--- src/rtl/nios2_sysid_pkg.sv ---
// rtl/nios2_sysid_pkg.sv - shared types and constants for the sysid access controller
package nios2_sysid_pkg;

    localparam int SYSID_DW = 32;

    localparam logic SYSID_ADDR_ID = 1'b0;
    localparam logic SYSID_ADDR_TS = 1'b1;

    typedef enum logic [1:0] {
        CHK_ID = 2'd0,
        CHK_TS = 2'd1,
        READY  = 2'd2
    } sysid_state_t;

endpackage

--- src/rtl/nios2_sysid_ctrl_if.sv ---
// rtl/nios2_sysid_ctrl_if.sv - requester and sysid slave signals of the access controller
interface nios2_sysid_ctrl_if;
    import nios2_sysid_pkg::*;

    logic                m0_read;
    logic                m0_address;
    logic                m0_waitrequest;
    logic [SYSID_DW-1:0] m0_readdata;
    logic                m0_readdatavalid;

    logic                m1_read;
    logic                m1_address;
    logic                m1_waitrequest;
    logic [SYSID_DW-1:0] m1_readdata;
    logic                m1_readdatavalid;

    logic                sysid_address;
    logic [SYSID_DW-1:0] sysid_readdata;

    // Controller side
    modport slave (
        input  m0_read, m0_address, m1_read, m1_address, sysid_readdata,
        output m0_waitrequest, m0_readdata, m0_readdatavalid,
        output m1_waitrequest, m1_readdata, m1_readdatavalid,
        output sysid_address
    );

    // Requesters and sysid slave side
    modport master (
        output m0_read, m0_address, m1_read, m1_address, sysid_readdata,
        input  m0_waitrequest, m0_readdata, m0_readdatavalid,
        input  m1_waitrequest, m1_readdata, m1_readdatavalid,
        input  sysid_address
    );

endinterface

--- src/rtl/nios2_rr_arb2.sv ---
// rtl/nios2_rr_arb2.sv - two-input round-robin arbiter with a last-grant pointer
module nios2_rr_arb2 (
    input  logic       clock,
    input  logic       reset,
    input  logic [1:0] req,
    input  logic       advance,
    output logic [1:0] grant
);

    // last_q = 1 means requester 1 was granted last, so requester 0 wins the next tie
    logic last_q;
    logic last_d;

    // Grant decision and pointer update; pointer only moves when something is granted
    always_comb begin
        grant  = 2'b00;
        last_d = last_q;
        if (advance) begin
            case (req)
                2'b01:   grant = 2'b01;
                2'b10:   grant = 2'b10;
                2'b11:   grant = last_q ? 2'b01 : 2'b10;
                default: grant = 2'b00;
            endcase
        end
        if (grant[0]) begin
            last_d = 1'b0;
        end else if (grant[1]) begin
            last_d = 1'b1;
        end
    end

    // Pointer register
    always_ff @(posedge clock or posedge reset) begin
        if (reset) begin
            last_q <= 1'b1;
        end else begin
            last_q <= last_d;
        end
    end

endmodule

--- src/rtl/nios2_sysid_ctrl.sv ---
// rtl/nios2_sysid_ctrl.sv - arbitrated sysid access with boot self-check (SYSID_BOOT_CHECK_EN)
module nios2_sysid_ctrl
    import nios2_sysid_pkg::*;
#(
    parameter logic [SYSID_DW-1:0] EXPECTED_ID = 32'h0000_0000,
    parameter logic [SYSID_DW-1:0] EXPECTED_TS = 32'd1588632594
) (
    input  logic                     clock,
    input  logic                     reset,
    nios2_sysid_ctrl_if.slave        bus,
    output logic                     check_done,
    output logic                     id_ok,
    output logic                     id_mismatch
);

`ifdef SYSID_BOOT_CHECK_EN
    localparam sysid_state_t BOOT_STATE = CHK_ID;
    localparam logic         BOOT_FLAG  = 1'b0;
`else
    localparam sysid_state_t BOOT_STATE = READY;
    localparam logic         BOOT_FLAG  = 1'b1;
`endif

    sysid_state_t        state_q, state_d;
    logic                mismatch_q, mismatch_d;
    logic                check_done_q, check_done_d;
    logic                id_ok_q, id_ok_d;
    logic                id_mismatch_q, id_mismatch_d;
    logic                rdv0_q, rdv0_d;
    logic                rdv1_q, rdv1_d;
    logic [SYSID_DW-1:0] rd0_q, rd0_d;
    logic [SYSID_DW-1:0] rd1_q, rd1_d;

    logic                advance;
    logic [1:0]          grant;
    logic                ts_mismatch;
    logic                sysid_addr;

    assign advance = (state_q == READY);

    nios2_rr_arb2 u_arb (
        .clock   (clock),
        .reset   (reset),
        .req     ({bus.m1_read, bus.m0_read}),
        .advance (advance),
        .grant   (grant)
    );

    // Boot-check sequencing, slave address mux and response capture
    always_comb begin
        state_d       = state_q;
        mismatch_d    = mismatch_q;
        check_done_d  = check_done_q;
        id_ok_d       = id_ok_q;
        id_mismatch_d = id_mismatch_q;
        ts_mismatch   = 1'b0;
        sysid_addr    = SYSID_ADDR_ID;
        rdv0_d        = grant[0];
        rdv1_d        = grant[1];
        rd0_d         = grant[0] ? bus.sysid_readdata : rd0_q;
        rd1_d         = grant[1] ? bus.sysid_readdata : rd1_q;
        case (state_q)
            CHK_ID: begin
                sysid_addr = SYSID_ADDR_ID;
                if (bus.sysid_readdata != EXPECTED_ID) begin
                    mismatch_d = 1'b1;
                end
                state_d = CHK_TS;
            end
            CHK_TS: begin
                sysid_addr    = SYSID_ADDR_TS;
                ts_mismatch   = mismatch_q | (bus.sysid_readdata != EXPECTED_TS);
                mismatch_d    = ts_mismatch;
                check_done_d  = 1'b1;
                id_ok_d       = !ts_mismatch;
                id_mismatch_d = ts_mismatch;
                state_d       = READY;
            end
            READY: begin
                if (grant[0]) begin
                    sysid_addr = bus.m0_address;
                end else if (grant[1]) begin
                    sysid_addr = bus.m1_address;
                end
            end
            default: begin
                state_d = BOOT_STATE;
            end
        endcase
    end

    // State, status and response registers
    always_ff @(posedge clock or posedge reset) begin
        if (reset) begin
            state_q       <= BOOT_STATE;
            mismatch_q    <= 1'b0;
            check_done_q  <= BOOT_FLAG;
            id_ok_q       <= BOOT_FLAG;
            id_mismatch_q <= 1'b0;
            rdv0_q        <= 1'b0;
            rdv1_q        <= 1'b0;
            rd0_q         <= '0;
            rd1_q         <= '0;
        end else begin
            state_q       <= state_d;
            mismatch_q    <= mismatch_d;
            check_done_q  <= check_done_d;
            id_ok_q       <= id_ok_d;
            id_mismatch_q <= id_mismatch_d;
            rdv0_q        <= rdv0_d;
            rdv1_q        <= rdv1_d;
            rd0_q         <= rd0_d;
            rd1_q         <= rd1_d;
        end
    end

    assign bus.m0_waitrequest   = !grant[0];
    assign bus.m1_waitrequest   = !grant[1];
    assign bus.m0_readdatavalid = rdv0_q;
    assign bus.m1_readdatavalid = rdv1_q;
    assign bus.m0_readdata      = rd0_q;
    assign bus.m1_readdata      = rd1_q;
    assign bus.sysid_address    = sysid_addr;
    assign check_done           = check_done_q;
    assign id_ok                = id_ok_q;
    assign id_mismatch          = id_mismatch_q;

endmodule

--- src/flat_wrapper.sv ---
// flat-port wrapper written by rule: the top's interface ports become plain ports
module nios2_sysid_ctrl_flat import nios2_sysid_pkg::*;
#(
    parameter logic [SYSID_DW-1:0] EXPECTED_ID = 32'h0000_0000,
    parameter logic [SYSID_DW-1:0] EXPECTED_TS = 32'd1588632594
)
  (clock, reset, check_done, id_ok, id_mismatch, bus_m0_read, bus_m0_address, bus_m1_read, bus_m1_address, bus_sysid_readdata, bus_m0_waitrequest, bus_m0_readdata, bus_m0_readdatavalid, bus_m1_waitrequest, bus_m1_readdata, bus_m1_readdatavalid, bus_sysid_address);
  nios2_sysid_ctrl_if bus_i ();
  input  logic clock;
  input  logic reset;
  output logic check_done;
  output logic id_ok;
  output logic id_mismatch;
  input wire logic [$bits(bus_i.m0_read)-1:0] bus_m0_read;
  input wire logic [$bits(bus_i.m0_address)-1:0] bus_m0_address;
  input wire logic [$bits(bus_i.m1_read)-1:0] bus_m1_read;
  input wire logic [$bits(bus_i.m1_address)-1:0] bus_m1_address;
  input wire logic [$bits(bus_i.sysid_readdata)-1:0] bus_sysid_readdata;
  output wire logic [$bits(bus_i.m0_waitrequest)-1:0] bus_m0_waitrequest;
  output wire logic [$bits(bus_i.m0_readdata)-1:0] bus_m0_readdata;
  output wire logic [$bits(bus_i.m0_readdatavalid)-1:0] bus_m0_readdatavalid;
  output wire logic [$bits(bus_i.m1_waitrequest)-1:0] bus_m1_waitrequest;
  output wire logic [$bits(bus_i.m1_readdata)-1:0] bus_m1_readdata;
  output wire logic [$bits(bus_i.m1_readdatavalid)-1:0] bus_m1_readdatavalid;
  output wire logic [$bits(bus_i.sysid_address)-1:0] bus_sysid_address;
  assign bus_i.m0_read = bus_m0_read;
  assign bus_i.m0_address = bus_m0_address;
  assign bus_i.m1_read = bus_m1_read;
  assign bus_i.m1_address = bus_m1_address;
  assign bus_i.sysid_readdata = bus_sysid_readdata;
  assign bus_m0_waitrequest = bus_i.m0_waitrequest;
  assign bus_m0_readdata = bus_i.m0_readdata;
  assign bus_m0_readdatavalid = bus_i.m0_readdatavalid;
  assign bus_m1_waitrequest = bus_i.m1_waitrequest;
  assign bus_m1_readdata = bus_i.m1_readdata;
  assign bus_m1_readdatavalid = bus_i.m1_readdatavalid;
  assign bus_sysid_address = bus_i.sysid_address;
  nios2_sysid_ctrl #(.EXPECTED_ID(EXPECTED_ID), .EXPECTED_TS(EXPECTED_TS)) u_core (.clock(clock), .reset(reset), .bus(bus_i), .check_done(check_done), .id_ok(id_ok), .id_mismatch(id_mismatch));
endmodule
--- config.mk ---
export PLATFORM = sky130hd
export DESIGN_NAME = nios2_sysid_ctrl_flat
export DESIGN_NICKNAME = d
export VERILOG_FILES = /design/src/rtl/nios2_sysid_pkg.sv /design/src/rtl/nios2_sysid_ctrl_if.sv /design/src/rtl/nios2_rr_arb2.sv /design/src/rtl/nios2_sysid_ctrl.sv /design/src/flat_wrapper.sv
export SDC_FILE = /design/constraint.sdc
export NUM_CORES = 1
export LEC_CHECK = 0
export BUFFER_PORTS_ARGS = -buffer_cell sky130_fd_sc_hd__buf_2
export CORE_ASPECT_RATIO = 1.25
export CORE_UTILIZATION = 44
export DETAILED_ROUTE_END_ITERATION = 7
export GPL_ROUTABILITY_DRIVEN = 0
export GPL_TIMING_DRIVEN = 1
export HOLD_SLACK_MARGIN = 0.02
export PLACE_DENSITY = 0.76
export SYNTH_ARGS = -nofsm -noshare
export SYNTH_HDL_FRONTEND = slang
export SYNTH_SLANG_ARGS = --single-unit
--- constraint.sdc ---
create_clock -name clock -period 2.7 [get_ports clock]
set_input_delay 0.81 -clock clock [delete_from_list [all_inputs] [get_ports clock]]
set_output_delay 0.81 -clock clock [all_outputs]
set_load 0.01 [all_outputs]
==> flow_summary.yaml, run 1 <==
run_status:
  outcome: "complete, no violations"
grt:
  grt_pass1_vias: 2227
  grt_max_degree: 34
  grt_pass1_wl_um: 10600
  grt_usage: 0.208
  overflow: 0
  antenna_found_initial: 0
worst_setup_path:
  reg2reg_from: "u_core.state_q[1]"
  cp-end-kind: "output port"
  rr_worst_depth: 5
  worst_ep_required_time_ns: 1.89
  start_kind: "flip-flop"
  r2r_slack_ns: 0.81
  cp-startpoint: "u_core.state_q[1]"
  cp-endpoint: "bus_sysid_address"
  regToRegEndpoint: "u_core.bus.m0_readdata[10]"
  worstPathArrival_ns: 1.76
  path_class: "flip-flop to output port"
  path_max_fanout: 5
drt:
  avgViaCountPerCell: 4.91
  vias: 2262
  routedWlPerCell_um: 14.4
  ant_nets: 0
  drt-total-wl_um: 6640
  drcViolationCount: 0
  dr.pass1.iters: 4
  drt_iter0_drc: 107
timing:
  rsz0062_at_grt: "no"
  timing.fmax_ghz: 0.390
  hold_viol: 0
  period_share: 0.951
  drv_slew: 0
  period_minus_slack_ns: 2.57
  finClkSkew_ns: 0.00465
  setup_tns_ns: 0
  setup_viol_count_final: 0
logic_synthesis:
  synth_fp_nets: 297
  yosys_warnings: 0
  yosysMostFrequentCell: "nand2_1"
  syn_area_um2: 2890
  synthTopCellsByArea: "dfrtp_1 60%, nand2_1 13%, mux2_2 12%"
  syn_avg_cell_area_um2: 11.3
  synth_commonest_cells: "102 x nand2_1, 69 x dfrtp_1, 31 x mux2_2"
  yosys.area.top_type_share: 0.597
  synth_cells: 256
  synth.distinct_cells: 28
  yosys.area.top_type: "dfrtp_1"
  seq_area_frac_synth: 0.624
  synth-async-reset-ratio: 1.00
  ys.flop_type: "dfrtp_1"
  ys_ff_latch: 72
  synth_edf_count: 0
finish:
  drive_above_1_share: 0.449
  num_antenna_cells: 0
  area_delta_synth_final_pct: 28.7
  finalInstanceArea_um2: 3720
  nets: 412
clocking:
  cts-root-buf: "clkbuf_8"
  clk_pin_slew_worst_paths_ns: 0.07
  cts_tree: "built"
  cts_setup_buffers: 0
  ctsLongestPathBuffers: 2
  numCtsBuffers: 9
  cts_sinks: 72
  worstSkewPairLatency_ns: 0.33
  h-tree-depth: 3
floorplanning:
  dieArea_um2: 6900
  core_um2: 6250
  die-width_um: 74.5
  row_count: 32
  io_pins: 110
  die_h_um: 92.6
  start_util: 0.463
power_and_ir_drop:
  ir_worst_vdd_mv: 0.402
  leakagePower_nw: 1.96
  power_density_nw_per_um2: 703
run:
  drv_cap: 0
placed_design:
  io_buffer_count: 108
  post-dp-hpwl_um: 4870
  postPlaceCellArea_um2: 3530
worst_hold_path:
  hold_class: "flip-flop to flip-flop"
[cell families after synthesis]
logic type / Yosys count / synth area share
mux: 33 / 0.129
flops: 72 / 0.624
compound gates: 8 / 0.0229
buf+inv: 17 / 0.0338
other cells: 1 / 0.00130
simple gates: 122 / 0.176
fa+ha+maj: 3 / 0.0130
[sequential cells by signal (all words and copies together), names as in the netlist]
name	flops
u_core.u_arb.last_q	1
u_core.bus.m0_readdatavalid	1
u_core.bus.m0_readdata	32
u_core.state_q	2
u_core.id_mismatch	1
u_core.bus.m1_readdatavalid	1
u_core.bus.m1_readdata	32
u_core.id_ok	1
u_core.mismatch_q	1
[cells in the final DEF (no fill, tap or decap), types with 2 or more instances in the layout]
master / instances
a21oi_4: 2
buf_2: 108
buf_4: 5
clkbuf_8: 12
clkinv_2: 3
dfrtp_1: 69
dfstp_2: 3
ha_1: 3
inv_1: 5
inv_2: 2
mux2_1: 2
mux2_2: 31
nand2_1: 102
nand4_1: 3
nor2_1: 2
nor3_1: 2
nor4_1: 8
o21ai_0: 2
[metal layers]
layer / global-route usage / share of wire
met5: 0 / 0
met4: 0.0896 / 0.016
met3: 0.0435 / 0.049
met2: 0.351 / 0.51
met1: 0.251 / 0.42
[critical path, cell delays in order (launching register included)]
cell,delay [ns]
dfstp_2,0.54
ha_1,0.23
nand2_1,0.13
a21oi_4,0.18
a221oi_2,0.09
nor2b_1,0.11
buf_2,0.14
[worst min-delay path by stage]
stage                     slack [ns]                  startpoint  cells past startpoint                    endpoint
after global placement          0.45  u_core.bus.m1_readdata[31]                      2  u_core.bus.m1_readdata[31]
after CTS                       0.48  u_core.bus.m1_readdata[10]                      2  u_core.bus.m1_readdata[10]
after global routing            0.49   u_core.bus.m1_readdata[0]                      2   u_core.bus.m1_readdata[0]
after floorplan                 0.48           u_core.state_q[1]                      2           u_core.state_q[1]
final                           0.47  u_core.bus.m1_readdata[14]                      2  u_core.bus.m1_readdata[14]
after detailed placement        0.46   u_core.bus.m1_readdata[4]                      2   u_core.bus.m1_readdata[4]
[final cells by class]
type                            count  area [µm²]
Fill cell                         566        2520
Sequential cell                    72        1810
Multi-Input combinational cell    167        1000
Timing Repair Buffer              114         598
Clock buffer                       13         169
Tap cell                           85         106
Inverter                            7        26.3
Clock inverter                      3        15.0
[repair_timing]
action                     4_1_cts  5_1_grt
hold buffers                     0        0
setup endpoints to repair        0        1
gates resized for setup          0        1
[where the power goes]
group	internal (mW)	total [mW]	switching (mW)	leakage (nW)
clock	0.405	0.766	0.361	0.0992
sequential	1.23	1.31	0.0791	0.853
combinational	0.240	0.536	0.295	1.00
total	1.88	2.62	0.736	1.96
[metrics by stage]
stage	power (mW)	setup slack, ns	hold slack [ns]	util	instances
floorplan	1.62	0.0700	0.478	-	256
global placement	1.86	0.307	0.454	0.566	445
detailed placement	1.88	0.237	0.461	0.566	445
CTS	2.65	0.102	0.479	0.595	461
global route	2.76	0.00830	0.490	0.596	461
finish	2.62	0.133	0.473	0.596	461
(Power assumes the default switching activity.)
==> run 2: changes to the inputs <==
CTS_BUF_LIST = sky130_fd_sc_hd__clkbuf_4 sky130_fd_sc_hd__clkbuf_8 sky130_fd_sc_hd__clkbuf_16   (was unset)
==> flow_summary.yaml, run 2 (synthesis gave the netlist of run 1 again) <==
worst_setup_path:
  worst_ep_required_time_ns: 1.89
  cp-end-kind: "output port"
  start_kind: "flip-flop"
  path_class: "flip-flop to output port"
  path_max_fanout: 5
  worstPathArrival_ns: 1.76
finish:
  area_delta_synth_final_pct: 28.9
  nets: 412
  layout_commonest_cell: "buf_2"
  final_util: 0.597
  fin_cells: 461
  most-common-layout-cells: "108 x buf_2, 102 x nand2_1, 69 x dfrtp_1"
  num_antenna_cells: 0
  drive_above_1_share: 0.452
placed_design:
  place_inst: 445
  pre_cts_slack_ns: 0.237
  io_buffer_count: 108
  post-dp-hpwl_um: 4870
worst_hold_path:
  hold_class: "flip-flop to flip-flop"
floorplanning:
  core_um2: 6250
  start_util: 0.463
  row_count: 32
  die-width_um: 74.5
  dieArea_um2: 6900
  die_h_um: 92.6
  io_pins: 110
drt:
  routedWlPerCell_um: 14.3
  drt-total-wl_um: 6620
  ant_nets: 0
  dr.pass1.iters: 4
  drcViolationCount: 0
  vias: 2258
  drt_iter0_drc: 106
  avgViaCountPerCell: 4.90
grt:
  overflow: 0
  grt_pass1_vias: 2227
  grt_usage: 0.208
  antenna_found_initial: 0
  grt_pass1_wl_um: 10600
  grt_max_degree: 34
timing:
  rsz0062_at_grt: "no"
  hold_viol: 0
  setup_viol_count_final: 0
  setup_tns_ns: 0
  fin_ws_ns: 0.133
  period_share: 0.951
  drv_slew: 0
  timing.fmax_ghz: 0.390
  period_minus_slack_ns: 2.57
  finClkSkew_ns: 0.00443
power_and_ir_drop:
  leakagePower_nw: 1.96
  power_density_nw_per_um2: 704
  ir_worst_vdd_mv: 0.402
run:
  drv_cap: 0
run_status:
  outcome: "complete, no violations"
clocking:
  postCtsHoldBufs: 0
  cts_tree: "built"
  ctsResizeCount: 0
  h-tree-depth: 3
  cts-root-buf: "clkbuf_8"
  worstSkewPairLatency_ns: 0.33
  ctsLongestPathBuffers: 2
  cts_sinks: 72
  cts_setup_buffers: 0
  clk_pin_slew_worst_paths_ns: 0.07
  numCtsBuffers: 9
run 2: cell count changes in the layout (fill, tap and decap cells not counted):
cell      change
clkbuf_4      +1
clkbuf_1      -1
run 2: area by class of cell:
type,count,area [µm²]
inverters,7,26.3
clock inverters,3,15.0
clock buffers,13,173
flip-flops and latches,72,1810
well taps,85,106
repair buffers,114,598
fillers,568,2520
multi-input cells,167,1000
run 2: worst paths after layout:
kind	startpoint	endpoint	slack, ns	cells past startpoint
max in group asynchronous	reset	u_core.id_ok	1.50	3
max	u_core.state_q[1]	bus_sysid_address	0.13	6
min in group asynchronous	reset	u_core.bus.m0_readdata[19]	0.49	2
max reg2reg	u_core.state_q[1]	u_core.bus.m0_readdata[10]	0.81	5
min reg2reg	u_core.bus.m1_readdata[14]	u_core.bus.m1_readdata[14]	0.47	2
min	u_core.bus.m1_readdata[14]	u_core.bus.m1_readdata[14]	0.47	2
run 2: critical path, cell delays in order (launching register included):
cell and delay [ns]:
dfstp_2 0.54, ha_1 0.23, nand2_1 0.13, a21oi_4 0.18, a221oi_2 0.09, nor2b_1 0.11, buf_2 0.14
run 2: per-stage QoR:
stage | total power [mW] | hold slack (ns) | area (µm²)
3_5_place_dp | 1.88 | 0.461 | 3530
3_3_place_gp | 1.86 | 0.454 | 3530
6_report | 2.62 | 0.473 | 3730
4_1_cts | 2.66 | 0.479 | 3720
5_1_grt | 2.76 | 0.490 | 3730
2_1_floorplan | 1.62 | 0.478 | 2890
run 2: power by group:
group	internal (mW)	switching, mW	total [mW]	leakage [nW]
sequential	1.23	0.0790	1.31	0.853
clock	0.415	0.360	0.775	0.103
combinational	0.240	0.295	0.535	1.00
run 2: routing by layer:
metal	track usage	wire, µm
met4	0.0896	108
met5	0	0
met1	0.251	2780
met2	0.351	3400
met3	0.0435	327
==> run 3: changes to the inputs <==
--- a/config.mk
+++ b/config.mk
@@ -7,6 +7,8 @@
 export LEC_CHECK = 0
 export BUFFER_PORTS_ARGS = -buffer_cell sky130_fd_sc_hd__buf_2
+export CELL_PAD_IN_SITES_DETAIL_PLACEMENT = 0
+export CELL_PAD_IN_SITES_GLOBAL_PLACEMENT = 2
 export CORE_ASPECT_RATIO = 1.25
-export CORE_UTILIZATION = 44
+export CORE_UTILIZATION = 27
 export CTS_BUF_LIST = sky130_fd_sc_hd__clkbuf_4 sky130_fd_sc_hd__clkbuf_8 sky130_fd_sc_hd__clkbuf_16
 export DETAILED_ROUTE_END_ITERATION = 7
==> constraint.sdc (replaced) <==
create_clock -name clock -period 2.7 [get_ports clock]
set_input_delay 0.81 -clock clock [delete_from_list [all_inputs] [get_ports clock]]
set_output_delay 0.81 -clock clock [all_outputs]
set_load 0.005 [all_outputs]
==> flow_summary.yaml, run 3 (synthesis gave the netlist of run 1 again) <==
worst_setup_path:
  max_stage_delay_ns: 0.54
  path_max_fanout: 5
  critical_path_buf_inv_count: 1
  worst_ep_required_time_ns: 1.89
  r2r_slack_ns: 0.80
  regToRegEndpoint: "u_core.bus.m0_readdata[16]"
  worstPathArrival_ns: 1.75
  reg2reg_from: "u_core.state_q[1]"
  rr_worst_depth: 5
  path_class: "flip-flop to output port"
  cpMaxStageDelayCell: "dfstp_2"
  start_kind: "flip-flop"
  path_cells: "ha_1 > nand2_1 > a21oi_4 > a221oi_1 > nor2b_1 > buf_2"
  critPathTopFamily: "flip-flops"
  cp-end-kind: "output port"
power_and_ir_drop:
  total_power_mw: 3.24
  p_seq_frac: 0.405
  p_int_mw: 2.49
  clock_power_share: 0.449
  leakagePower_nw: 2.03
  power_density_nw_per_um2: 820
  pwr-share-comb: 0.146
  power.switching_mw: 0.749
  ir_worst_vdd_mv: 0.315
  p_sw_frac: 0.231
drt:
  drt_iter0_drc: 54
  routedWlPerCell_um: 14.8
  drcViolationCount: 0
  drt-total-wl_um: 7460
  dr.pass1.iters: 4
  ant_nets: 0
  avgViaCountPerCell: 4.48
  vias: 2260
timing:
  setup_tns_ns: 0
  period_minus_slack_ns: 2.56
  finClkSkew_ns: 0.00320
  hold_viol: 0
  rsz0062_at_grt: "no"
  timing.fmax_ghz: 0.391
  drv_slew: 0
  setup_viol_count_final: 0
  period_share: 0.948
clocking:
  numCtsBuffers: 9
  h-tree-depth: 3
  cts-root-buf: "clkbuf_16"
  ctsLongestPathBuffers: 2
  cts_setup_buffers: 0
  worstSkewPairLatency_ns: 0.33
  ctsResizeCount: 0
  cts_tree: "built"
  cts_sinks: 72
  clk_pin_slew_worst_paths_ns: 0.05
  postCtsHoldBufs: 0
finish:
  final-seq-area_um2: 1810
  multiInputGateArea_um2: 996
  finalInstanceArea_um2: 3950
  nFillCells: 1052
  area_delta_synth_final_pct: 36.6
  drive_above_1_share: 0.448
  nets: 411
  num_antenna_cells: 0
  most-common-layout-cells: "108 x buf_2, 102 x nand2_1, 69 x dfrtp_1"
  layout_commonest_cell: "buf_2"
worst_hold_path:
  hold_depth: 2
  whs_endpoint: "u_core.bus.m1_readdata[24]"
  hold_class: "flip-flop to flip-flop"
  hp-start: "u_core.bus.m1_readdata[24]"
floorplanning:
  io_pins: 110
  start_util: 0.282
  core_um2: 10300
  die_h_um: 118
  die-width_um: 94.6
  row_count: 41
  dieArea_um2: 11100
grt:
  grt_pass1_wl_um: 12200
  grt_pass1_vias: 2308
  overflow: 0
  grt_usage: 0.146
  antenna_found_initial: 0
  grt_max_degree: 73
placed_design:
  postPlaceCellArea_um2: 3580
  io_buffer_count: 108
  post-dp-hpwl_um: 5350
run_status:
  outcome: "complete, no violations"
run:
  drv_cap: 0
-- run 3: cell types whose count changed in the layout (fill, tap and decap cells not counted), sizes merged --
cell	change
bufinv	+4
inv	-1
clkbuf	-3
buf	-1
-- run 3: worst max path at each step --
| stage | depth (start not counted) | endpoint | slack (ns) | start |
|---|---|---|---|---|
| 6_report | 6 | bus_sysid_address | 0.14 | u_core.state_q[1] |
| 2_1_floorplan | 1 | u_core.bus.m0_readdata[0] | 0.07 | reset |
| 3_3_place_gp | 6 | bus_sysid_address | 0.31 | bus_m0_read |
| 3_5_place_dp | 6 | bus_sysid_address | 0.28 | bus_m0_read |
| 4_1_cts | 6 | bus_sysid_address | 0.11 | u_core.state_q[1] |
| 5_1_grt | 6 | bus_sysid_address | 0.05 | u_core.state_q[1] |
-- run 3: metal layers --
metal  wire (µm)  vias to the layer above  track usage  part of all wire
met5           0                        -            0                 0
met4         146                        0       0.0710             0.020
met3         545                       12       0.0407             0.073
met2        3630                       78        0.231              0.49
met1        3140                     1097        0.182              0.42
li1            -                     1073            -                 -
-- run 3: power groups by stage --
stage	combinational (mW)	clock [mW]	sequential, mW
final	0.473	1.45	1.31
after global routing	0.537	1.55	1.34
after CTS	0.489	1.49	1.31
after detailed placement	0.488	0	1.33
after global placement	0.486	0	1.32
after floorplan	0.213	0	1.34
-- run 3: metrics by stage --
step	std cells	utilization	setup slack [ns]	hold WS [ns]
2_1_floorplan	256	-	0.0700	0.467
3_3_place_gp	488	0.349	0.315	0.453
3_5_place_dp	488	0.349	0.280	0.460
4_1_cts	504	0.385	0.107	0.476
5_1_grt	504	0.385	0.0521	0.501
6_report	504	0.385	0.142	0.468
-- run 3: final cells by class --
type / instances / share of cell area
clock inverter: 6 / 0.0329
timing repair buffer: 113 / 0.150
sequential: 72 / 0.457
multi-input combinational: 167 / 0.252
clock buffer: 10 / 0.0605
tap: 129 / 0.0409
inverter: 7 / 0.00697
-- run 3: worst register-to-register path, cell delays in order, from the launching register on --
cell     delay (ns)
dfstp_2        0.54
ha_1           0.24
nand2_1        0.13
a21oi_4        0.18
buf_4          0.31
mux2_2         0.39
